<file path="config.mk">
export PLATFORM = sky130hd
export DESIGN_NAME = gpr_wb
export DESIGN_NICKNAME = d
export VERILOG_FILES = /design/src/rtl/gpr_wb.sv
export SDC_FILE = /design/constraint.sdc
export NUM_CORES = 1
export LEC_CHECK = 0
export BUFFER_PORTS_ARGS = -buffer_cell sky130_fd_sc_hd__buf_2
export CAP_MARGIN = 40
export CORE_ASPECT_RATIO = 2
export CORE_MARGIN = 10
export CORE_UTILIZATION = 45
export DETAILED_ROUTE_END_ITERATION = 12
export PLACE_DENSITY = 0.78
export SETUP_SLACK_MARGIN = 0.5
export SLEW_MARGIN = 30
export SYNTH_ARGS = -nofsm -noshare
export SYNTH_HDL_FRONTEND = slang
export SYNTH_SLANG_ARGS = --single-unit
</file>
<file path="constraint.sdc">
create_clock -name clk -period 2.3 [get_ports clk]
set_input_delay 0.345 -clock clk [delete_from_list [all_inputs] [get_ports clk]]
set_output_delay 0.345 -clock clk [all_outputs]
set_load 0.01 [all_outputs]
</file>
<file path="src/rtl/gpr_wb.sv">
// Writeback stage driving the GPR file write port; waits for load data, aligns and extends it.
// Optional bypass/pending-destination outputs are built only when GPR_WB_FWD_EN is defined.
module gpr_wb #(
  parameter int unsigned MEM_TIMEOUT = 15
) (
  input  logic        clk,
  input  logic        rst_n,
  input  logic        in_valid,
  output logic        in_ready,
  input  logic [4:0]  in_rd,
  input  logic [1:0]  in_sel,
  input  logic [2:0]  in_funct3,
  input  logic [1:0]  in_addr_lo,
  input  logic [31:0] in_alu,
  input  logic [31:0] in_pc4,
  input  logic        mem_rvalid,
  input  logic [31:0] mem_rdata,
  output logic        gpr_we,
  output logic [4:0]  gpr_rd,
  output logic [31:0] gpr_di,
  output logic        load_err,
  output logic        busy,
  output logic        fwd_valid,
  output logic [4:0]  fwd_rd,
  output logic [31:0] fwd_data,
  output logic        pend_valid,
  output logic [4:0]  pend_rd
);

  localparam logic [7:0] TimeoutLast = 8'(MEM_TIMEOUT - 1);

  typedef enum logic {StIdle = 1'b0, StWait = 1'b1} state_e;

  state_e      state_q, state_d;
  logic [7:0]  cnt_q, cnt_d;
  logic [4:0]  rd_q, rd_d;
  logic [2:0]  funct3_q, funct3_d;
  logic [1:0]  addr_lo_q, addr_lo_d;
  logic        gpr_we_q, gpr_we_d;
  logic [4:0]  gpr_rd_q, gpr_rd_d;
  logic [31:0] gpr_di_q, gpr_di_d;
  logic        load_err_q, load_err_d;

  logic [7:0]  ld_byte;
  logic [15:0] ld_half;
  logic [31:0] ld_data;
  logic        ld_bad;

  always_comb begin
    ld_byte = 8'h00;
    unique case (addr_lo_q)
      2'd0: ld_byte = mem_rdata[7:0];
      2'd1: ld_byte = mem_rdata[15:8];
      2'd2: ld_byte = mem_rdata[23:16];
      2'd3: ld_byte = mem_rdata[31:24];
    endcase
    ld_half = addr_lo_q[1] ? mem_rdata[31:16] : mem_rdata[15:0];
    ld_data = mem_rdata;
    ld_bad  = 1'b0;
    case (funct3_q)
      3'b000: ld_data = {{24{ld_byte[7]}}, ld_byte};
      3'b001: ld_data = {{16{ld_half[15]}}, ld_half};
      3'b010: ld_data = mem_rdata;
      3'b100: ld_data = {24'h0, ld_byte};
      3'b101: ld_data = {16'h0, ld_half};
      default: ld_bad = 1'b1;
    endcase
    // Misaligned halfword or word access.
    if ((funct3_q[1:0] == 2'b01 && addr_lo_q[0]) || (funct3_q == 3'b010 && addr_lo_q != 2'd0)) begin
      ld_bad = 1'b1;
    end
  end

  always_comb begin
    state_d    = state_q;
    cnt_d      = cnt_q;
    rd_d       = rd_q;
    funct3_d   = funct3_q;
    addr_lo_d  = addr_lo_q;
    gpr_we_d   = 1'b0;
    gpr_rd_d   = gpr_rd_q;
    gpr_di_d   = gpr_di_q;
    load_err_d = 1'b0;
    unique case (state_q)
      StIdle: begin
        if (in_valid) begin
          unique case (in_sel)
            2'b00: begin
              gpr_rd_d = in_rd;
              gpr_di_d = in_alu;
              gpr_we_d = |in_rd;
            end
            2'b10: begin
              gpr_rd_d = in_rd;
              gpr_di_d = in_pc4;
              gpr_we_d = |in_rd;
            end
            2'b01: begin
              rd_d      = in_rd;
              funct3_d  = in_funct3;
              addr_lo_d = in_addr_lo;
              cnt_d     = 8'd0;
              state_d   = StWait;
            end
            2'b11: ;
          endcase
        end
      end
      StWait: begin
        cnt_d = cnt_q + 8'd1;
        // A response in the final timeout cycle still completes normally.
        if (mem_rvalid) begin
          state_d = StIdle;
          if (ld_bad) begin
            load_err_d = 1'b1;
          end else begin
            gpr_rd_d = rd_q;
            gpr_di_d = ld_data;
            gpr_we_d = |rd_q;
          end
        end else if (cnt_q == TimeoutLast) begin
          state_d    = StIdle;
          load_err_d = 1'b1;
        end
      end
    endcase
  end

  always_ff @(posedge clk or negedge rst_n) begin
    if (!rst_n) begin
      state_q    <= StIdle;
      cnt_q      <= 8'd0;
      rd_q       <= 5'd0;
      funct3_q   <= 3'd0;
      addr_lo_q  <= 2'd0;
      gpr_we_q   <= 1'b0;
      gpr_rd_q   <= 5'd0;
      gpr_di_q   <= 32'd0;
      load_err_q <= 1'b0;
    end else begin
      state_q    <= state_d;
      cnt_q      <= cnt_d;
      rd_q       <= rd_d;
      funct3_q   <= funct3_d;
      addr_lo_q  <= addr_lo_d;
      gpr_we_q   <= gpr_we_d;
      gpr_rd_q   <= gpr_rd_d;
      gpr_di_q   <= gpr_di_d;
      load_err_q <= load_err_d;
    end
  end

  assign in_ready = (state_q == StIdle);
  assign busy     = (state_q == StWait);
  assign gpr_we   = gpr_we_q;
  assign gpr_rd   = gpr_rd_q;
  assign gpr_di   = gpr_di_q;
  assign load_err = load_err_q;

`ifdef GPR_WB_FWD_EN
  assign fwd_valid  = gpr_we_q;
  assign fwd_rd     = gpr_rd_q;
  assign fwd_data   = gpr_di_q;
  assign pend_valid = (state_q == StWait) && (rd_q != 5'd0);
  assign pend_rd    = (state_q == StWait) ? rd_q : 5'd0;
`else
  assign fwd_valid  = 1'b0;
  assign fwd_rd     = 5'd0;
  assign fwd_data   = 32'd0;
  assign pend_valid = 1'b0;
  assign pend_rd    = 5'd0;
`endif

endmodule

</file>
Word level (Yosys, flattened, before mapping)
Cells that the tools add are included.
W data, S select, Z words.
- shift operators: 0
- mux-type cells: 32
- multiply operators: 0
- $lt $le $gt $ge: 0
- reduce and logical (&&, ||, !) cells: 15
- add/sub/neg operators: 1
- equal/unequal tests: 17
- divide/modulo/power cells: 0
- bitwise logic cells: 1
- operators by type and width (cell ; count):
    $pmux W32 S2 ; 2
    $pmux W32 S4 ; 1
    $mux W32 ; 3
    $pmux W8 S4 ; 1
    $mux W5 ; 4
    $mux W16 ; 1
    $mux W8 ; 2
    $pmux W8 S2 ; 1
    $reduce_or A5 Y1 ; 3
    $mux W1 ; 14
    $pmux W5 S2 ; 1
    $add A8 B1 Y8 const B ; 1
    $eq A8 B4 Y1 const B ; 1
    $ne A2 B2 Y1 const B ; 4
    $reduce_and A4 Y1 ; 2
    $eq A2 B1 Y1 const B ; 3
    $eq A2 B2 Y1 const B ; 3
    $eq A3 B3 Y1 const B ; 2
    $logic_not A2 Y1 ; 2
    $pmux W1 S2 ; 2
    $eq A3 B1 Y1 const B ; 1
    $eq A3 B2 Y1 const B ; 1
    $logic_not A3 Y1 ; 1
    $ne A3 B1 Y1 const B ; 1
    other kinds (8) ; 9
- bits of input ports: 112
- register bits: 58
- logic and storage cells: 75
- memory bits (writable): 0
- memories kept: 0
- bits in read-only memories: 0
- output and inout port bits: 85
- latch bits: 0

Depth between registers and ports, before layout
Gate-level depths: netlist (run 1).
- depth in word-level cells: 7
- depth in mapped cells: 7
- mapped depth without buffers: 6

Least setup slack after synthesis (run 1)
No wires, ideal clock.
- path type: reg2reg
- start point: reg addr_lo_q[0]
- end point: reg gpr_di_q[21], in the netlist gpr_di[21]
- setup time: 0.123 ns
- slack: 0.442 ns
- period minus slack after synthesis: 1.858 ns
- cell stages (with the launch flop): 6
- path buffers: 1
- arrival: 1.735 ns
- cells stage by stage: dfrtp_1 -> mux2_4 -> mux4_2 -> buf_6 -> a221oi_2 -> o2bb2ai_1
- longest elaborated chain between the ends: 6
- elaborated cells between the ends (all ways): 16
- RTL lines (item ; RTL line ; source):
    start, declared ; 38 ; logic [1:0] addr_lo_q, addr_lo_d;
    start signal, assigned ; 145 ; addr_lo_q <= addr_lo_d;
    $eq A2 B2 Y1 (tied with other cells) ; 51 ; unique case (addr_lo_q)
    $pmux W8 S4 / $logic_and A1 B1 Y1 (equally long branches) ; 51, 69 ;
    $pmux W32 S4 / $logic_or A1 B1 Y1 (equally long branches) ; 60, 69 ;
    $mux W32 / $mux W1 (equally long branches) ; 114, 69 ;
    $mux W32 / $ne A2 B2 Y1 (equally long branches) ; - ;
    $pmux W32 S2 / $reduce_and A4 Y1 (equally long branches) ; - ;
    end signal, assigned ; 148 ; gpr_di_q <= gpr_di_d;
    end, declared ; 41 ; logic [31:0] gpr_di_q, gpr_di_d;
Several ways; a longest one is shown, not always the timed one. The select of a mux whose other input is x is not followed.
A chain may end at the register's enable or synchronous reset.

Worst setup path in the final report (run 1)
- start point: reg addr_lo_q[0]
- end point: reg gpr_di_q[16], in the netlist gpr_di[16]
Same word-level chain as after synthesis.

==> summary.txt, run 1 <==
Commonest non-fill, non-tap cell in the layout - buf_2
Largest net degree at the start of global routing - 36
Post-synthesis async set-or-reset flop share - 1.000
# IOs - 197
DP Worst Slack - 0.1942 ns
Fmax - 0.5236 GHz
Number of failing hold endpoints at the final stage - 0
RSZ-0062 raised after global routing - true
Clock Sinks - 58
Max Fanout on Critical Path - 3
Required @ worst endpoint - 2.51 ns
Starting Density - 0.4577
Die Y - 154.5 um
Htree depth - 3
Worst hold path class - primary input to async pin
Crit start category - register
Via density - 5.782
Syn avg cell area - 9.311 um^2
Post-DRT Antenna Nets - 0
Cell chain of the critical path - mux2_4 -> mux4_2 -> buf_4 -> a221oi_2 -> o2bb2ai_1
EDFF count, synth - 0
Distinct cells, synth - 47
Top cells by area, synth - dfrtp_1 36%, buf_4 8.1%, mux2_2 7.2%, mux2i_1 5.2%, nand2_1 4.5%
Crit end category - register
Leak pwr - 0.002588 uW
Setup WS post-layout - 0.3901 ns
Syn-to-layout area delta - 33.52%
Rel. slew slack - 0.6051
Vias in the first global route - 4253
Layout Nets - 706
R2r setup slk - 0.39 ns
Remaining DRCs - 0
Share of cells above drive strength 1 - 0.4389
DR pass1 iterations - 5
Sw Share - 0.4143
Flop pwr share - 0.281
CTS root buf - clkbuf_16
Routed wire length - 14540 um
Critical Setup Path Class - register to register
Flops & latches, synth - 58
Tcrit/Tclk final - 0.8304
Clock Skews - 0.006923 ns
R2r endpoint - gpr_di[16]
GR Overflow Total - 0
Slew @ Worst Pin - 0.5923 ns
CTS tree - done
DIE WIDTH - 87.24 um
Worst skew pair latency - 0.33 ns
Fin. max-slew vios - 0
Final setup vio count - 0
Fillers - 732
Row cnt - 49
CTS buffer count - 9
Drt wl/cell - 20.72 um
Arrival @ worst endpoint - 2.12 ns
Critical path's slowest cell - mux4_2
Drt initial violations - 299
Antenna violations before repair - 3
Fin crit period - 1.910 ns
Top_reg_cell synth - dfrtp_1
Setup tns final - 0 ns
Cell count after synthesis - 437
Die Footprint - 13480 um^2
Share of the synthesized area in the top cell type - 0.3567
RD Place Congestion - 0.8864
Post-synthesis instance area - 4069 um^2
Bufs on Longest Clock Path - 2
R2R cell count - 5
Clock network fraction of design power - 0.207
PwrDens - 1197 nW/um^2
Cell internal pwr - 3810 uW
Clock Pin Slew Worst Setup and Hold Paths - 0.05 ns
# port buffers - 152
VDD IR-drop max - 788.0 uV
Critical R2R Launch - addr_lo_q[0]
Cell taking the most area after synthesis - dfrtp_1
Total track usage - 0.1995
YS warnings - 0
Register area share after synthesis - 0.3567
# hold bufs at CTS - 0
Status - finished clean
Max incr delay on CP - 0.54 ns
Vias - 4059
Switch Pwr - 2695 uW
Comb pwr share - 0.513
Most frequent cells in the layout - 152 x buf_2, 55 x dfrtp_1, 48 x nand2_1
First-pass GRT wire length - 21520 um
Hpwl dp - 10920 um
MaxCap Viol Count - 0
Core area - 8890 um^2
layout make-up:
cell class	instances	area, um^2	area share
multi-input combinational	338	2445	0.4500
sequential	58	1455	0.2678
timing repair buffer	179	1066	0.1962
clock buffer	11	252.7	0.04652
tap	102	127.6	0.02349
clock inverter	5	52.55	0.009673
inverter	6	26.28	0.004836
antenna	3	7.507	0.001382
what timing repair did:
item,in CTS,in global routing
setup buffers,7,5
cloned,0,2
setup endpoints to repair,33,31
gates resized for setup,27,24
pin swaps,7,9
cells by family after synthesis:
logic type | after synthesis | share of synthesized area
AO/OA/AOI/OAI | 130 | 0.2389
multiplexers | 50 | 0.1365
XOR/XNOR | 2 | 0.004306
AND/OR/NAND/NOR | 110 | 0.1347
other | 1 | 0.0009216
buffers and inverters | 84 | 0.1218
flip-flops | 58 | 0.3567
adder cells (fa/ha/maj) | 2 | 0.006149
layer usage:
metal | vias to the layer above | share of wire | track usage
li1 | 1855 | - | -
met1 | 1944 | 0.33 | 0.1969
met2 | 217 | 0.53 | 0.3527
met3 | 43 | 0.10 | 0.06944
met4 | 0 | 0.039 | 0.09542
met5 | - | 0 | 0
critical path, delay by kind of cell (launching register included):
kind / cells / cell delay (ns)
compound gates: 2 / 0.33
buf+inv: 1 / 0.18
flops: 1 / 0.43
mux: 2 / 0.86
power groups by stage:
stage               logic [uW]  clock network (uW)  registers (uW)
floorplan                 1770                   0            1910
global placement          2710                   0            1790
detailed placement        2810                   0            1800
CTS                       3070                1360            1820
global route              3600                1400            1880
finish                    3330                1340            1830
synthesized netlist by cell type, types with 3 or more instances:
cell type and count:
nand2_1 49, dfrtp_1 58, nand3_1 10, a21oi_1 20, clkbuf_1 24, a211oi_1 7, o2bb2ai_1 16, inv_1 6
o221ai_1 7, nor3_1 14, and3b_1 7, a221oi_2 10, nor2_1 6, mux2_2 26, a211o_1 7, o21ai_0 32
buf_4 44, buf_2 6, mux2i_1 21, buf_1 3, a221oi_1 13, nor2b_1 10, a31oi_1 8
registers in the layout (all words and copies together) (netlist names):
name and flops:
gpr_rd 5, gpr_we 1, funct3_q 3, rd_q 5
busy 1, load_err 1, cnt_q 8, gpr_di 32
addr_lo_q 2
how the worst max path moves through the flow:
stage | start | end | slack, ns | cells past startpoint
2_1_floorplan | addr_lo_q[0] | gpr_di[21] | 0.44 | 5
3_3_place_gp | addr_lo_q[0] | gpr_di[20] | 0.34 | 4
3_5_place_dp | addr_lo_q[0] | gpr_di[16] | 0.19 | 4
4_1_cts | addr_lo_q[0] | gpr_di[18] | 0.37 | 5
5_1_grt | addr_lo_q[0] | gpr_rd[1] | 0.31 | 9
6_report | addr_lo_q[0] | gpr_di[16] | 0.39 | 5
metrics by stage:
step	utilization	total power, uW	std cells	cell area, um^2	hold slack (ns)
after global routing	0.6111	6884	702	5433	0.05861
after floorplan	-	3675	480	4234	0.04941
after detailed placement	0.5358	4610	669	4763	0.3817
final	0.6111	6504	702	5433	0.01807
after CTS	0.5887	6241	692	5234	0.03724
after global placement	0.5358	4500	669	4763	0.3701
No activity file was read; power rests on OpenSTA's default activity.
==> run 2: changes to the inputs <==
Settings changed: ABC_AREA from default to 1, PLACE_DENSITY 0.78 to 0.77.
Clock period 2.3 ns to 1.8 ns, I/O delays scaled along.
==> summary.txt, run 2 <==
Register area share after synthesis - 0.3397
Hold slack - 0.1425 ns
Commonest non-fill, non-tap cell in the layout - nand2_1
Max Fanout on Critical Path - 15
Post-synthesis async set-or-reset flop share - 1.000
Vias in the first global route - 5006
Drt initial violations - 360
DIE WIDTH - 88.90 um
Design Area, Final - 5982 um^2
Die Y - 157.8 um
Critical Setup Path Class - register to register
CTS root buf - clkbuf_16
First-pass GRT wire length - 25470 um
Total track usage - 0.2374
Crit start category - register
R2R cell count - 6
Fmax - 0.6990 GHz
RD Place Congestion - 0.9932
Row cnt - 50
Die Footprint - 14030 um^2
# IOs - 197
Syn avg cell area - 6.750 um^2
Worst hold path class - primary input to register
DR pass1 iterations - 5
Top_reg_cell synth - dfrtp_1
Status - finished clean
Via density - 5.381
Htree depth - 3
Clock Pin Slew Worst Setup and Hold Paths - 0.05 ns
Share of the synthesized area in the top cell type - 0.3397
Flops & latches, synth - 58
Post-DRT Antenna Nets - 0
Final setup vio count - 0
Number of failing hold endpoints at the final stage - 0
Antenna violations before repair - 1
Layout Nets - 924
Design Power - 6081 uW
Vias - 4945
Top-count cell post-synth - nand2_1
Drt wl/cell - 18.89 um
Post-DP Area - 4937 um^2
Starting Density - 0.4584
GR Overflow Total - 0
Cell taking the most area after synthesis - dfrtp_1
CTS tree - done
Core area - 9321 um^2
Tcrit/Tclk final - 0.7948
Clock Sinks - 58
Leak pwr - 0.003190 uW
Hold Path Depth - 3
Distinct cells, synth - 31
Setup tns final - 0 ns
Final core utilization - 0.6417
Top cells by area, synth - dfrtp_1 34%, nand2_1 20%, buf_4 8.3%, nand3_1 6.3%, a21oi_1 5.6%
Bufs on Longest Clock Path - 2
Routed wire length - 17360 um
Post-synthesis instance area - 4273 um^2
CTS buffer count - 9
Share of cells above drive strength 1 - 0.3943
YS warnings - 0
MaxCap Viol Count - 0
Fin. max-slew vios - 0
Clock Skews - 0.005024 ns
RSZ-0062 raised after global routing - true
Most frequent cells in the layout - 198 x nand2_1, 150 x buf_2, 51 x dfrtp_1
PwrDens - 1017 nW/um^2
Syn-to-layout area delta - 40.00%
Arrival @ worst endpoint - 1.70 ns
EDFF count, synth - 0
Worst skew pair latency - 0.33 ns
Fin crit period - 1.431 ns
VDD IR-drop max - 674.6 uV
Cell count after synthesis - 633
Crit end category - register
Largest net degree at the start of global routing - 59
# port buffers - 152
Remaining DRCs - 0
Max reg flops - 32
Hpwl dp - 12160 um
Synth cell count leaders - 222 x nand2_1, 58 x dfrtp_1, 54 x nand3_1
Required @ worst endpoint - 2.07 ns
-- run 2: changes by cell type after synthesis, moves of 13 or more --
cell / before / now
or2_2: 0 / 15
nor2_1: 6 / 40
inv_1: 6 / 26
o2bb2ai_1: 16 / 0
clkbuf_1: 24 / 8
mux2_2: 26 / 0
nand2_1: 49 / 222
a21oi_1: 20 / 48
mux2i_1: 21 / 0
nand3_1: 10 / 54
a221oi_1: 13 / 0
-- run 2: final timing paths --
| path | start | end | slack (ns) |
|---|---|---|---|
| hold reg to reg | gpr_di[22] | gpr_di[22] | 0.47 |
| setup / recovery | addr_lo_q[1] | gpr_di[23] | 0.37 |
| hold / removal | in_funct3[0] | funct3_q[0] | 0.14 |
| max in group asynchronous | rst_n | funct3_q[1] | 1.03 |
| min in group asynchronous | rst_n | gpr_di[4] | 0.47 |
| setup reg to reg | addr_lo_q[1] | gpr_di[23] | 0.37 |
-- run 2: timing repair --
action	4_1_cts	5_1_grt
resized for setup	56	56
cloned	8	4
hold buffers	1	0
pin swaps	5	14
endpoints found under the hold margin	58	0
setup buffers	10	10
endpoints found under the setup margin	55	46
-- run 2: report_power, final --
group | switching [uW] | total, uW | internal [uW]
Sequential | 271 | 1920 | 1650
Clock | 586 | 1500 | 917
Combinational | 1580 | 2650 | 1080
-- run 2: layer usage --
layer,GRT usage,part of all wire,vias to the layer above
li1,-,-,2310
met1,0.2361,0.33,2245
met3,0.06330,0.090,78
met4,0.1425,0.071,0
met5,0,0,-
met2,0.4205,0.51,312
-- run 2: final cells by class --
| class | count | area, um^2 |
|---|---|---|
| Clock buffer | 12 | 236.5 |
| Inverter | 33 | 153.9 |
| Clock inverter | 3 | 17.52 |
| Fill cell | 792 | 3339 |
| Multi-Input combinational cell | 510 | 2605 |
| Timing Repair Buffer | 197 | 1368 |
| Antenna cell | 1 | 2.502 |
| Timing Repair inverter | 1 | 8.758 |
| Sequential cell | 58 | 1460 |
| Tap cell | 104 | 130.1 |
-- run 2: worst max-delay path, stage by stage (launching register included) --
cell	delay, ns
dfrtp_2	0.48
buf_8	0.18
o21ai_4	0.22
nand3b_4	0.18
nand3_1	0.14
nand3_1	0.08
nand2_1	0.08
-- run 2: logic make-up after synthesis --
logic type,synth area share
compound gates,0.1359
fa+ha+maj,0.005856
buf+inv,0.1631
flops,0.3397
other cells,0.0008776
simple gates,0.3546
-- run 2: per-stage QoR --
step           setup slack [ns]  cells
6_report                 0.3693    919
5_1_grt                  0.3298    919
4_1_cts                  0.3993    904
3_5_place_dp             0.1074    870
3_3_place_gp             0.2026    870
2_1_floorplan            0.5024    676
==> run 3: changes to the inputs <==
Clock period 1.8 ns to 1.47 ns, I/O delays scaled along.
==> summary.txt, run 3 (synthesized netlist as in run 2, its figures left out) <==
Leak pwr - 0.003474 uW
Routed wire length - 17940 um
Critical Setup Path Class - register to primary output
Clock network fraction of design power - 0.264
Core area - 9321 um^2
Row cnt - 50
Remaining DRCs - 0
Most frequent cells in the layout - 200 x nand2_1, 131 x buf_2, 63 x buf_4
PwrDens - 1312 nW/um^2
Largest net degree at the start of global routing - 48
DIE WIDTH - 88.90 um
Total track usage - 0.2415
Post-placement cell count - 890
Final setup vio count - 0
# port buffers - 152
Beginning of the worst hold path - in_funct3[2]
Antenna violations before repair - 1
First-pass GRT wire length - 26030 um
Clock Pin Slew Worst Setup and Hold Paths - 0.05 ns
Max Fanout on Critical Path - 5
Grt met2 use - 0.4338
Post-DRT Antenna Nets - 0
R2r setup slk - 0.03 ns
Worst skew pair latency - 0.34 ns
Hold Path Depth - 3
Fillers - 737
Syn-to-layout area delta - 53.24%
CTS buffer count - 9
Flop pwr share - 0.277
CTS root buf - clkbuf_16
Drt initial violations - 396
R2R cell count - 8
Grt met3 use - 0.06073
FF+latch area - 1459 um^2
Number of failing hold endpoints at the final stage - 0
GR Overflow Total - 0
Commonest non-fill, non-tap cell in the layout - nand2_1
Htree depth - 3
Setup WS post-layout - 0.01728 ns
RD Place Congestion - 0.9284
Vias in the first global route - 5347
Fin. max-slew vios - 0
Die Y - 157.8 um
Required @ worst endpoint - 1.25 ns
GR Util met1 - 0.2346
Design Power - 8593 uW
Multi-input gate area - 2613 um^2
Crit end category - primary output
Clock Sinks - 58
Cell internal pwr - 5420 uW
Tcrit/Tclk final - 0.9882
DP Worst Slack - -0.1287 ns
Sw Share - 0.3692
Via density - 5.364
Die Footprint - 14030 um^2
Switch Pwr - 3173 uW
R2r endpoint - gpr_di[5]
Layout Nets - 964
Arrival @ worst endpoint - 1.23 ns
Share of cells above drive strength 1 - 0.4304
RSZ-0062 raised after global routing - true
Max reg flops - 32
Bufs on Longest Clock Path - 2
Hpwl dp - 12320 um
Starting Density - 0.4584
Clock Skews - 0.007882 ns
Fin crit period - 1.453 ns
Comb pwr share - 0.459
Grt peak-use layer - met2
Vias - 5149
Drt wl/cell - 18.69 um
Fmax - 0.6884 GHz
Crit start category - register
VDD IR-drop max - 759.5 uV
CTS tree - done
Status - finished clean
MaxCap Viol Count - 0
# IOs - 197
Worst hold path class - primary input to register
DR pass1 iterations - 7
Setup tns final - 0 ns
Non-filler cells in the finished layout - 960
Hold Path End - funct3_q[2]
Critical R2R Launch - busy
## run 3: how the worst max path moves through the flow
stage / from / to / cells after the start
global placement: busy / gpr_di[16] / 7
finish: busy / in_ready / 4
floorplan: busy / gpr_di[13] / 8
CTS: busy / gpr_di[27] / 9
global route: addr_lo_q[1] / gpr_di[7] / 8
detailed placement: busy / gpr_di[7] / 7
## run 3: final cells by class
cell class                 count  share of cell area
antenna                        1           0.0003822
clock buffer                  13             0.04281
clock inverter                 3            0.006879
inverter                      33             0.02427
multi-input combinational    506              0.3990
sequential                    58              0.2228
tap                          104             0.01987
timing repair buffer         242              0.2840
## run 3: metrics by stage
step | hold WS [ns] | instance area [um^2] | utilization
2_1_floorplan | -0.07509 | 4476 | -
6_report | 0.09212 | 6548 | 0.7024
3_5_place_dp | 0.1370 | 5184 | 0.5561
3_3_place_gp | 0.1272 | 5184 | 0.5561
5_1_grt | 0.1186 | 6548 | 0.7024
4_1_cts | 0.08294 | 6148 | 0.6596
## run 3: power groups by stage
stage | Sequential (uW) | Clock [uW] | Combinational [uW]
finish | 2380 | 2270 | 3940
global route | 2420 | 2340 | 4270
CTS | 2300 | 2270 | 3410
detailed placement | 2310 | 0 | 2730
global placement | 2280 | 0 | 2680
floorplan | 2410 | 0 | 1560
## run 3: metal layers
metal / wire length (um) / up-vias
met3: 1560 / 60
li1: - / 2388
met1: 5907 / 2393
met2: 9470 / 308
met5: 0 / -
met4: 1004 / 0
## run 3: worst max-delay path, stage by stage (launching register included)
cell and delay, ns:
dfrtp_2 0.41, clkinv_4 0.12, buf_12 0.14, buf_12 0.11
buf_6 0.11
## run 3: timing repair
| action | in CTS | in global routing |
|---|---|---|
| hold endpoints to repair | 11 | 0 |
| buffers inserted | 29 | 17 |
| pin swaps | 7 | 16 |
| gates resized for setup | 70 | 68 |
| gates cloned | 5 | 1 |
| hold buffers | 1 | 0 |
| setup endpoints to repair | 99 | 100 |
